[config.mk]
export PLATFORM = sky130hd
export DESIGN_NAME = serial_adder_ctrl
export DESIGN_NICKNAME = d
export VERILOG_FILES = /design/src/rtl/adder_pkg.sv /design/src/rtl/serial_fa_cell.sv /design/src/rtl/serial_adder_ctrl.sv
export SDC_FILE = /design/constraint.sdc
export NUM_CORES = 1
export LEC_CHECK = 0
export CORE_ASPECT_RATIO = 0.9
export CORE_MARGIN = 2
export CORE_UTILIZATION = 47
export DETAILED_ROUTE_END_ITERATION = 12
export PLACE_DENSITY = 0.75
export SLEW_MARGIN = 20
export SYNTH_ARGS = -nofsm -noshare
export SYNTH_HDL_FRONTEND = slang
export SYNTH_SLANG_ARGS = --single-unit
export TNS_END_PERCENT = 100
[constraint.sdc]
create_clock -name clk -period 1.5 [get_ports clk]
set_clock_uncertainty 0.1 [all_clocks]
set_input_delay 0.3 -clock clk [delete_from_list [all_inputs] [get_ports clk]]
set_output_delay 0.3 -clock clk [all_outputs]
set_load 0.02 [all_outputs]
[src/rtl/adder_pkg.sv]
// adder_pkg: state encoding, default width and counter sizing
// shared by the bit-serial adder files.
package adder_pkg;

   localparam int WIDTH_DEF = 8;

   typedef enum logic [1:0] {
      IDLE,
      RUN,
      DONE
   } state_t;

   function automatic int cnt_bits(input int w);
      return (w > 2) ? $clog2(w) : 1;
   endfunction

endpackage

[src/rtl/serial_fa_cell.sv]
// serial_fa_cell: one-bit full adder from two half-adder
// stages and an OR, used once per serial step.
module serial_fa_cell (
   input  logic a,
   input  logic b,
   input  logic cin,
   output logic s,
   output logic cout
);

   logic s1;
   logic c1;
   logic c2;

   assign s1   = a ^ b;
   assign c1   = a & b;
   assign s    = s1 ^ cin;
   assign c2   = s1 & cin;
   assign cout = c1 | c2;

endmodule

[src/rtl/serial_adder_ctrl.sv]
// serial_adder_ctrl: LSB-first bit-serial adder with start/busy/done.
// Define SERIAL_ADD_SUB_EN to add the sub port (a-b as a+~b+1).
module serial_adder_ctrl
   import adder_pkg::*;
#(
   parameter int WIDTH = WIDTH_DEF
) (
   input  logic             clk,
   input  logic             rst,
   input  logic             start,
   input  logic [WIDTH-1:0] a,
   input  logic [WIDTH-1:0] b,
`ifdef SERIAL_ADD_SUB_EN
   input  logic             sub,
`endif
   output logic             busy,
   output logic             done,
   output logic [WIDTH-1:0] sum,
   output logic             cout
);

   localparam int CW = cnt_bits(WIDTH);

   state_t           state;
   state_t           nxt;
   logic [WIDTH-1:0] sha;
   logic [WIDTH-1:0] shb;
   logic [WIDTH-2:0] shs;
   logic [WIDTH-1:0] shs_nxt;
   logic             carry;
   logic [CW-1:0]    cnt;
   logic             s;
   logic             c;
   logic             load;
   logic             step;
   logic             last;
   logic [WIDTH-1:0] b_ld;
   logic             cin_ld;

`ifdef SERIAL_ADD_SUB_EN
   assign b_ld   = sub ? ~b : b;
   assign cin_ld = sub;
`else
   assign b_ld   = b;
   assign cin_ld = 1'b0;
`endif

   serial_fa_cell u_fa (
      .a    (sha[0]),
      .b    (shb[0]),
      .cin  (carry),
      .s    (s),
      .cout (c)
   );

   assign load    = (state == IDLE) && start;
   assign step    = (state == RUN);
   assign last    = (cnt == CW'(WIDTH - 1));
   // shs keeps only the upper bits; the newest bit lands on top
   assign shs_nxt = {s, shs};

   always_ff @(posedge clk or posedge rst) begin
      if (rst) state <= IDLE;
      else     state <= nxt;
   end

   always_comb begin
      nxt = state;
      unique case (state)
         IDLE:    nxt = start ? RUN : IDLE;
         RUN:     nxt = last ? DONE : RUN;
         DONE:    nxt = IDLE;
         default: nxt = IDLE;
      endcase
   end

   always_comb begin
      busy = (state == RUN);
      done = (state == DONE);
   end

   always_ff @(posedge clk or posedge rst) begin
      if (rst) begin
         sha   <= '0;
         shb   <= '0;
         shs   <= '0;
         carry <= 1'b0;
         cnt   <= '0;
         sum   <= '0;
         cout  <= 1'b0;
      end else begin
         unique case (1'b1)
            load: begin
               sha   <= a;
               shb   <= b_ld;
               carry <= cin_ld;
               cnt   <= '0;
            end
            step: begin
               sha   <= sha >> 1;
               shb   <= shb >> 1;
               shs   <= shs_nxt[WIDTH-1:1];
               carry <= c;
               cnt   <= cnt + CW'(1);
               if (last) begin
                  sum  <= shs_nxt;
                  cout <= c;
               end
            end
            default: ;
         endcase
      end
   end

endmodule

== Word level (Yosys, flattened, before mapping) ==
Cells that the tools add are included.

* Shift operators: 0
* $mul: 0
* Div/mod/pow operators: 0
* Order comparisons: 0
* Equal/unequal tests: 3
* Bitwise gates (word level): 5
* Reduce and logical (&&, ||, !) cells: 4
* Multiplexer cells: 7
* Add/subtract/negate cells: 1

{| class="wikitable"
|+ Operator list
! kind !! count
|-
| $pmux W8 S2 || 2
|-
| $pmux W3 S2 || 1
|-
| $pmux W2 S2 || 1
|-
| $add A3 B1 Y3 const B || 1
|-
| $eq A3 B3 Y1 const B || 1
|-
| $and A1 B1 Y1 || 2
|-
| $eq A2 B1 Y1 const B || 1
|-
| $eq A2 B2 Y1 const B || 1
|-
| $logic_not A2 Y1 || 1
|-
| $mux W2 || 1
|-
| $pmux W1 S2 || 1
|-
| $reduce_and A2 Y1 || 1
|-
| $reduce_bool A2 Y1 || 1
|-
| $xor A1 B1 Y1 || 2
|-
| $logic_and A1 B1 Y1 || 1
|-
| $mux W1 || 1
|-
| $or A1 B1 Y1 || 1
|}

* Latch bits: 0
* Bits in read-only memories: 0
* Bits in writable memories: 0
* Memories: 0
* Bits in registers: 38
* Output and inout port bits: 11
* Word-level logic and storage cells: 28
* Input bits: 19

== Depth between registers and ports, before layout ==
Gate-level depths: netlist of run 1.

* Word-level depth: 4
* Depth in mapped cells: 5

== Hierarchy ==
A second synthesis of run 1 with hierarchy kept.

* Cells, all modules: 139
* Area, all modules: 1924.3 µm²

{| class="wikitable"
|+ By module, submodules not included
! module !! area each (µm²) !! instances !! sequential area each (µm²) !! cells each
|-
| serial_adder_ctrl || 1904.3 || 1 || 950.9 || 138
|-
| serial_fa_cell || 20.0 || 1 || 0.0 || 1
|}

== Worst setup path before layout of run 1 ==
No wires, ideal clock.

* Path kind: reg2reg
* Start point: register cnt[0]
* End point: register cout
* Slack: -14 ps
* Arrival time: 1289 ps
* Period minus slack after synthesis: 1514 ps
* Cell stages (with the launch flop): 6
* Data required time: 1275 ps
* Cells stage by stage: dfrtp_1 -> ha_1 -> ha_1 -> nand3b_1 -> buf_4 -> mux2_2

* Cells in the longest elaborated chain, start to end: 2

{| class="wikitable"
|+ Ends and longest elaborated chain
! item !! RTL line !! RTL
|-
| start, declared || serial_adder_ctrl.sv:31 || <nowiki>logic [CW-1:0] cnt;</nowiki>
|-
| start signal, assigned || serial_adder_ctrl.sv:104 || <nowiki>cnt <= cnt + CW'(1);</nowiki>
|-
| $eq A3 B3 Y1 || serial_adder_ctrl.sv:58 || <nowiki>assign last = (cnt == CW'(WIDTH - 1));</nowiki>
|-
| $reduce_and A2 Y1 (no source line) || - ||
|-
| end signal, assigned || serial_adder_ctrl.sv:90 || <nowiki>cout <= 1'b0;</nowiki>
|-
| end signal, assigned || serial_adder_ctrl.sv:107 || <nowiki>cout <= c;</nowiki>
|-
| end, declared || serial_adder_ctrl.sv:19 || <nowiki>output logic cout</nowiki>
|}

No other way between the ends.
A chain may end at the register's enable or synchronous reset.

== Final worst setup path of run 1 ==
* Start point: register cnt[0]
* End point: register sum[4]

* Cells in the longest elaborated chain, start to end: 2

{| class="wikitable"
|+ Ends and longest elaborated chain
! item !! RTL line !! RTL
|-
| $eq A3 B3 Y1 || serial_adder_ctrl.sv:58 ||
|-
| $reduce_and A2 Y1 (no source line) || - ||
|-
| end signal, assigned || serial_adder_ctrl.sv:106 || <nowiki>sum <= shs_nxt;</nowiki>
|-
| end, declared || serial_adder_ctrl.sv:18 || <nowiki>output logic [WIDTH-1:0] sum,</nowiki>
|}

No other way between the ends.

==> metrics.md, run 1 <==
| Metric | Value |
|---|---|
| Status | finished with violations |
| Failing checks | setup timing |
| Max Buffers Root-to-Sink | 2 |
| Mux contribution to synthesized area | 11.1% |
| Critical Path Sink Type | flip-flop |
| FP Rows | 21 |
| Worst path arrival time | 1.64 ns |
| RSZ-0062 raised after global routing | true |
| VDD IR max | 1320 uV |
| Initial DRC count | 46 |
| Routed wire length | 3770 um |
| Critical Path Stages | 5 |
| Sw frac | 35.4% |
| Pin count of the biggest net entering global routing | 39 |
| Clock insertion delay at the later pin of the skew report | 0.28 ns |
| Simple-gate share of the synthesized area | 15.1% |
| XOR/XNOR share of the synthesized area | 0% |
| Pwr per Cell Area | 1950 nW/um2 |
| Depth of the most critical reg-to-reg path | 5 |
| Final setup viols | 10 |
| ANT nets after route | 0 |
| Antenna violations before repair | 0 |
| Worst-Margin Slew | 0.319 ns |
| Area Growth Syn to Fin | 34.4% |
| Area after DPL | 2180 um2 |
| Synth cell types | 26 |
| Critical Path Slowest Stage Cell | dfrtp_1 |
| Final Net Count | 201 |
| CP Data Required Time | 1.57 ns |
| Net Sw Power | 0.00167 W |
| Root buffer cell | clkbuf_8 |
| Avg Cell Area, Syn | 12.6 um2 |
| CTS tree | yes |
| Crit-path max cell delay | 0.39 ns |
| Relative slew margins | 78.4% |
| Post-Synthesis Net Count | 164 |
| CTS Hold Bufs | 0 |
| Total number of vias | 1228 |
| Ant. Diodes | 0 |
| PortBufs | 29 |
| CP Launch Point | cnt[0] |
| Largest family of logic cells by synthesized area | simple AND/OR/NAND/NOR gates |
| Mapped Cells | 142 |
| Full die area | 4330 um2 |
| IO Pins | 30 |
| Pre-antenna DRT Iters | 4 |
| Synthesis warning total | 0 |
| Delay-heaviest family, CP | flip-flops |
| WP buf/inv | 1 |
| CTS sink cnt | 38 |
| HP Class | in2async |
| Most frequent cells in the layout | dfrtp_1, clkdlybuf4s50_1, inv_1 |
| Clock power share | 15.1% |
| Comb pwr share | 45.5% |
| Leakage | 1.05 nW |
| Synth top area share | 53.0% |
| Post-synth EDFFs | 0 |
| Int Pwr | 0.00304 W |
| Post-synthesis sequential area ratio | 53.0% |
| Kind of critical path | reg2reg |
| Final core utilization | 65.5% |
| # H-tree levels | 2 |
| Worst-path clk slew | 0.07 ns |
| Chip Width | 69.1 um |
| CP max FO | 10 |
| Share of synthesized registers carrying an async set or reset | 100% |
| Vias in the first global route | 1193 |
| Total GRT Usage | 16.8% |
| First-pass GRT wire length | 5720 um |
| Max Slew Vio Count | 0 |
| Area contributors post-synth | dfrtp_1, mux2_2, nor4b_1 |
| Total grt overflow | 0 |
| Total Power | 0.00471 W |
| Synthesized flop and latch total | 38 |
| Post-Synth Adder-Cell Area | 2.51% |
| Most used DFF post-synth | dfrtp_1 |
| Critical Path, Cell by Cell | ha_2 -> ha_4 -> nand3b_1 -> buf_12 -> mux2_2 |
| DRC viols | 0 |
| Fraction of the mapped netlist area in compound gates | 9.77% |
| CP startpoint kind | flip-flop |
| Maximum clock frequency | 0.638 GHz |
| Post-route cell area | 2410 um2 |
| Die height | 62.6 um |
| Fin worst setup slack | -0.0671 ns |
| Commonest non-fill, non-tap cell in the layout | dfrtp_1 |
| Final Critical Period | 1.57 ns |
| Area leader, netlist | dfrtp_1 |
| GPL Wtd Cong | 0.770 |
| Layout Cells excl Fill | 226 |
| Sequential power share | 39.3% |
| Detailed-placement wirelength estimate | 2300 um |
| Share of layout cells above drive strength 1 | 32.8% |
| Final Hold Fails | 0 |
| Placed cell count | 216 |
| Routed vias/inst | 5.43 |
| Core area | 3680 um2 |
| Period utilization | 104% |
| Final hold slack | 0.255 ns |
| Worst R2R Start | cnt[0] |
| Max_cap viols | 0 |
| Drt wl/cell | 16.7 um |
| Num CTS Buffers | 5 |
| Cell area after synthesis | 1790 um2 |
| Initial Util | 48.7% |
==> stage by stage <==
stage / setup slack, ns / TNS (ns)
after floorplan: 0.00184 / 0
after global placement: -0.158 / -2.64
after detailed placement: -0.240 / -4.11
after CTS: -0.0725 / -0.653
after global routing: -0.114 / -1.10
final: -0.0671 / -0.548
==> worst register-to-register path: stages (launching register included) <==
cell	delay, ns
dfrtp_1	0.39
ha_2	0.21
ha_4	0.16
nand3b_1	0.13
buf_12	0.15
mux2_2	0.33
==> state kept, by name, indices dropped and copies added (netlist names) <==
name	cells
sha	8
state	2
cnt	3
carry	1
shb	8
sum	8
cout	1
shs	7
==> layer usage <==
layer / part of all wire, % / routed length [um] / vias up / GRT usage (%)
met5: 0 / 0 / - / 0
met4: 1.4 / 53 / 0 / 6.37
met3: 3.0 / 113 / 7 / 4.03
met2: 53 / 1990 / 24 / 27.3
met1: 43 / 1620 / 615 / 21.8
li1: - / - / 582 / -
==> power by group through the flow <==
stage          sequential (W)  clock, W  combinational (W)
3_5_place_dp          0.00184         0            0.00202
2_1_floorplan         0.00191         0            0.00130
5_1_grt               0.00191  0.000781            0.00233
3_3_place_gp          0.00180         0            0.00194
4_1_cts               0.00183  0.000733            0.00195
6_report              0.00185  0.000712            0.00214
==> final timing paths <==
check / slack, ns / endpoint
max: -0.07 / sum[4]
min: 0.26 / sum[0]
max reg2reg: -0.07 / sum[4]
min reg2reg: 0.40 / sum[5]
max in group asynchronous: 0.85 / state[1]
min in group clk: 0.40 / sum[5]
==> logic make-up (layout without fill, tap and decap cells) <==
group                    count (synthesis)  count (layout)
buffers and inverters                   30              68
multiplexers                            17              17
flip-flops                              38              38
adder cells (fa/ha/maj)                  3               3
AO/OA/AOI/OAI                           21              21
AND/OR/NAND/NOR                         33              33
==> synthesized netlist by cell type (all sizes together), types with 2 or more instances <==
master,instances
ha,2
nor4b,14
clkbuf,2
nor3b,11
nor2b,2
buf,11
a22o,3
dfrtp,38
a221oi,3
mux2,17
a211oi,11
inv,17
nand2b,2
==> timing repair <==
action / in CTS / in global routing
buffers inserted: 0 / 1
pin swaps: 0 / 0
hold endpoints to repair: 0 / 0
setup endpoints to repair: 28 / 27
resized for setup: 22 / 22
cloned: 0 / 1
==> cell type report <==
| type | count | area [um2] |
|---|---|---|
| Fill cell | 280 | 1270 |
| Sequential cell | 38 | 953 |
| Multi-Input combinational cell | 74 | 792 |
| Timing Repair Buffer | 43 | 452 |
| Clock buffer | 7 | 86.3 |
| Inverter | 17 | 63.8 |
| Tap cell | 46 | 57.6 |
| Clock inverter | 1 | 5.00 |
Note: power is estimated with default switching activity, not from simulation.
==> run 2: changes to the inputs <==
--- a/config.mk
+++ b/config.mk
@@ -14,4 +14,4 @@
 export SYNTH_ARGS = -nofsm -noshare
 export SYNTH_HDL_FRONTEND = slang
 export SYNTH_SLANG_ARGS = --single-unit
-export TNS_END_PERCENT = 100
+export TNS_END_PERCENT = 1
==> run 2 against run 1 <==
Net effect:
- the run still ends with setup timing left
- fmax up 1.8%
- global-route usage rose by 0.49 points
- register-to-register slack better by 0.03 ns
- sequential share of layout area rose by 1.0 points
- die area unchanged
- routed wire length shrank 5.4%
- sequential power about the same
- final cell count is 0.44% lower
- hold slack better by 0.0042 ns
- via count decreased by 1.5%
- clock-buffer cell count stayed put
- largest cell class unchanged
==> metrics.md, run 2 (synthesized netlist as in run 1, its figures left out) <==
| Metric | Value |
|---|---|
| Total GRT Usage | 17.3% |
| Vias in the first global route | 1220 |
| Worst R2R Start | cnt[1] |
| VDD IR max | 1370 uV |
| Final Critical Period | 1.54 ns |
| Critical Path Slowest Stage Cell | dfrtp_1 |
| CP max FO | 10 |
| Max_cap viols | 0 |
| Critical Path Sink Type | flip-flop |
| Final Hold Fails | 0 |
| Relative slew margins | 76.6% |
| Depth of the most critical reg-to-reg path | 5 |
| Share of layout cells above drive strength 1 | 26.8% |
| Initial Util | 48.7% |
| Commonest non-fill, non-tap cell in the layout | dfrtp_1 |
| Most frequent cells in the layout | dfrtp_1, clkdlybuf4s50_1, inv_1 |
| Failing checks | setup timing |
| PortBufs | 29 |
| Drt wl/cell | 15.9 um |
| Chip Width | 69.1 um |
| Core area | 3680 um2 |
| GPL Wtd Cong | 0.770 |
| HP Class | in2async |
| Kind of critical path | reg2reg |
| Maximum clock frequency | 0.650 GHz |
| Flop-to-flop setup slack | -0.04 ns |
| Regs by FF count | sha (8), shb (8), sum (8) |
| Num CTS Buffers | 5 |
| Area Growth Syn to Fin | 30.8% |
| WP buf/inv | 1 |
| FP Rows | 21 |
| Die height | 62.6 um |
| Period utilization | 103% |
| IO Pins | 30 |
| Crit-path max cell delay | 0.39 ns |
| Initial DRC count | 73 |
| Max Buffers Root-to-Sink | 2 |
| CTS tree | yes |
| Worst-Margin Slew | 0.345 ns |
| Post-route cell area | 2350 um2 |
| ANT nets after route | 0 |
| Pin count of the biggest net entering global routing | 39 |
| Root buffer cell | clkbuf_8 |
| RSZ-0062 raised after global routing | true |
| R2r endpoint | sum[4] |
| Max Slew Vio Count | 0 |
| Ant. Diodes | 0 |
| Routed wire length | 3570 um |
| Area after DPL | 2180 um2 |
| Worst path arrival time | 1.61 ns |
| CP startpoint kind | flip-flop |
| CP Data Required Time | 1.57 ns |
| DRC viols | 0 |
| Clock insertion delay at the later pin of the skew report | 0.28 ns |
| Critical Path, Cell by Cell | ha_2 -> ha_4 -> nand3b_1 -> buf_12 -> mux2_4 |
| # H-tree levels | 2 |
| Antenna violations before repair | 0 |
| Detailed-placement wirelength estimate | 2300 um |
| Final setup viols | 11 |
| Pre-antenna DRT Iters | 4 |
| Final Net Count | 200 |
| First-pass GRT wire length | 5880 um |
| Worst-path clk slew | 0.07 ns |
| Status | finished with violations |
| Total number of vias | 1210 |
| CTS sink cnt | 38 |
| Pwr per Cell Area | 1980 nW/um2 |
| Full die area | 4330 um2 |
| Setup TNS Final | -0.387 ns |
| Delay-heaviest family, CP | flip-flops |
| Total grt overflow | 0 |
| Routed vias/inst | 5.38 |
| Leakage | 1.06 nW |
| Fin worst setup slack | -0.0393 ns |
==> run 2: where the power goes <==
group | internal (W) | total [W] | switching, W
Clock | 0.000371 | 0.000710 | 0.000340
Sequential | 0.00153 | 0.00184 | 0.000309
Combinational | 0.00114 | 0.00210 | 0.000963
==> run 2: layout make-up <==
| type | count | area [um2] |
|---|---|---|
| Fill cell | 289 | 1330 |
| Multi-Input combinational cell | 74 | 763 |
| Clock inverter | 1 | 5.00 |
| Tap cell | 46 | 57.6 |
| Inverter | 17 | 63.8 |
| Clock buffer | 7 | 86.3 |
| Sequential cell | 38 | 952 |
| Timing Repair Buffer | 42 | 418 |
==> run 2: what timing repair did <==
item,in CTS,in global routing
resized for setup,27,11
pin swaps,1,0
buffers inserted,0,1
hold buffers,0,0
gates cloned,0,0
endpoints found under the setup margin,28,29
==> run 2: tightest hold or removal path: stages <==
cell and delay, ns:
clkdlybuf4s50_1 0.39, inv_1 0.09, buf_12 0.22
==> run 2: through the flow <==
stage          total power [W]  hold WS [ns]  setup slack, ns  cells  util [%]
2_1_floorplan          0.00321         0.351          0.00184    142         -
3_3_place_gp           0.00374         0.360           -0.158    216      59.3
3_5_place_dp           0.00386         0.376           -0.240    216      59.3
4_1_cts                0.00461         0.264           -0.122    224      62.6
5_1_grt                0.00497         0.267           -0.100    225      63.8
6_report               0.00465         0.259          -0.0393    225      63.8
==> run 2: worst max-delay path by stage <==
| stage | slack [ns] | cells after the start | to | startpoint |
|---|---|---|---|---|
| after floorplan | 0.002 | 5 | cout | cnt[0] |
| after global placement | -0.16 | 4 | shb[3] | start |
| after detailed placement | -0.24 | 4 | shb[3] | start |
| after CTS | -0.12 | 2 | done | state[1] |
| after global routing | -0.10 | 5 | sum[7] | cnt[1] |
| final | -0.04 | 5 | sum[4] | cnt[1] |
==> run 2: metal layers <==
metal / vias up / wire length, um / GRT usage [%]
li1: 580 / - / -
met1: 597 / 1580 / 22.9
met2: 23 / 1810 / 27.5
met3: 10 / 109 / 4.03
met4: 0 / 68 / 6.86
met5: - / 0 / 0
==> run 3: changes to the inputs <==
--- a/config.mk
+++ b/config.mk
@@ -8,6 +8,8 @@
 export CORE_ASPECT_RATIO = 0.9
 export CORE_MARGIN = 2
 export CORE_UTILIZATION = 47
+export CTS_CLUSTER_DIAMETER = 120
+export CTS_CLUSTER_SIZE = 10
 export DETAILED_ROUTE_END_ITERATION = 12
 export PLACE_DENSITY = 0.75
 export SLEW_MARGIN = 20
==> results of run 3 <==
Same layout as run 2: the final DEF is identical, and so are final timing and power.
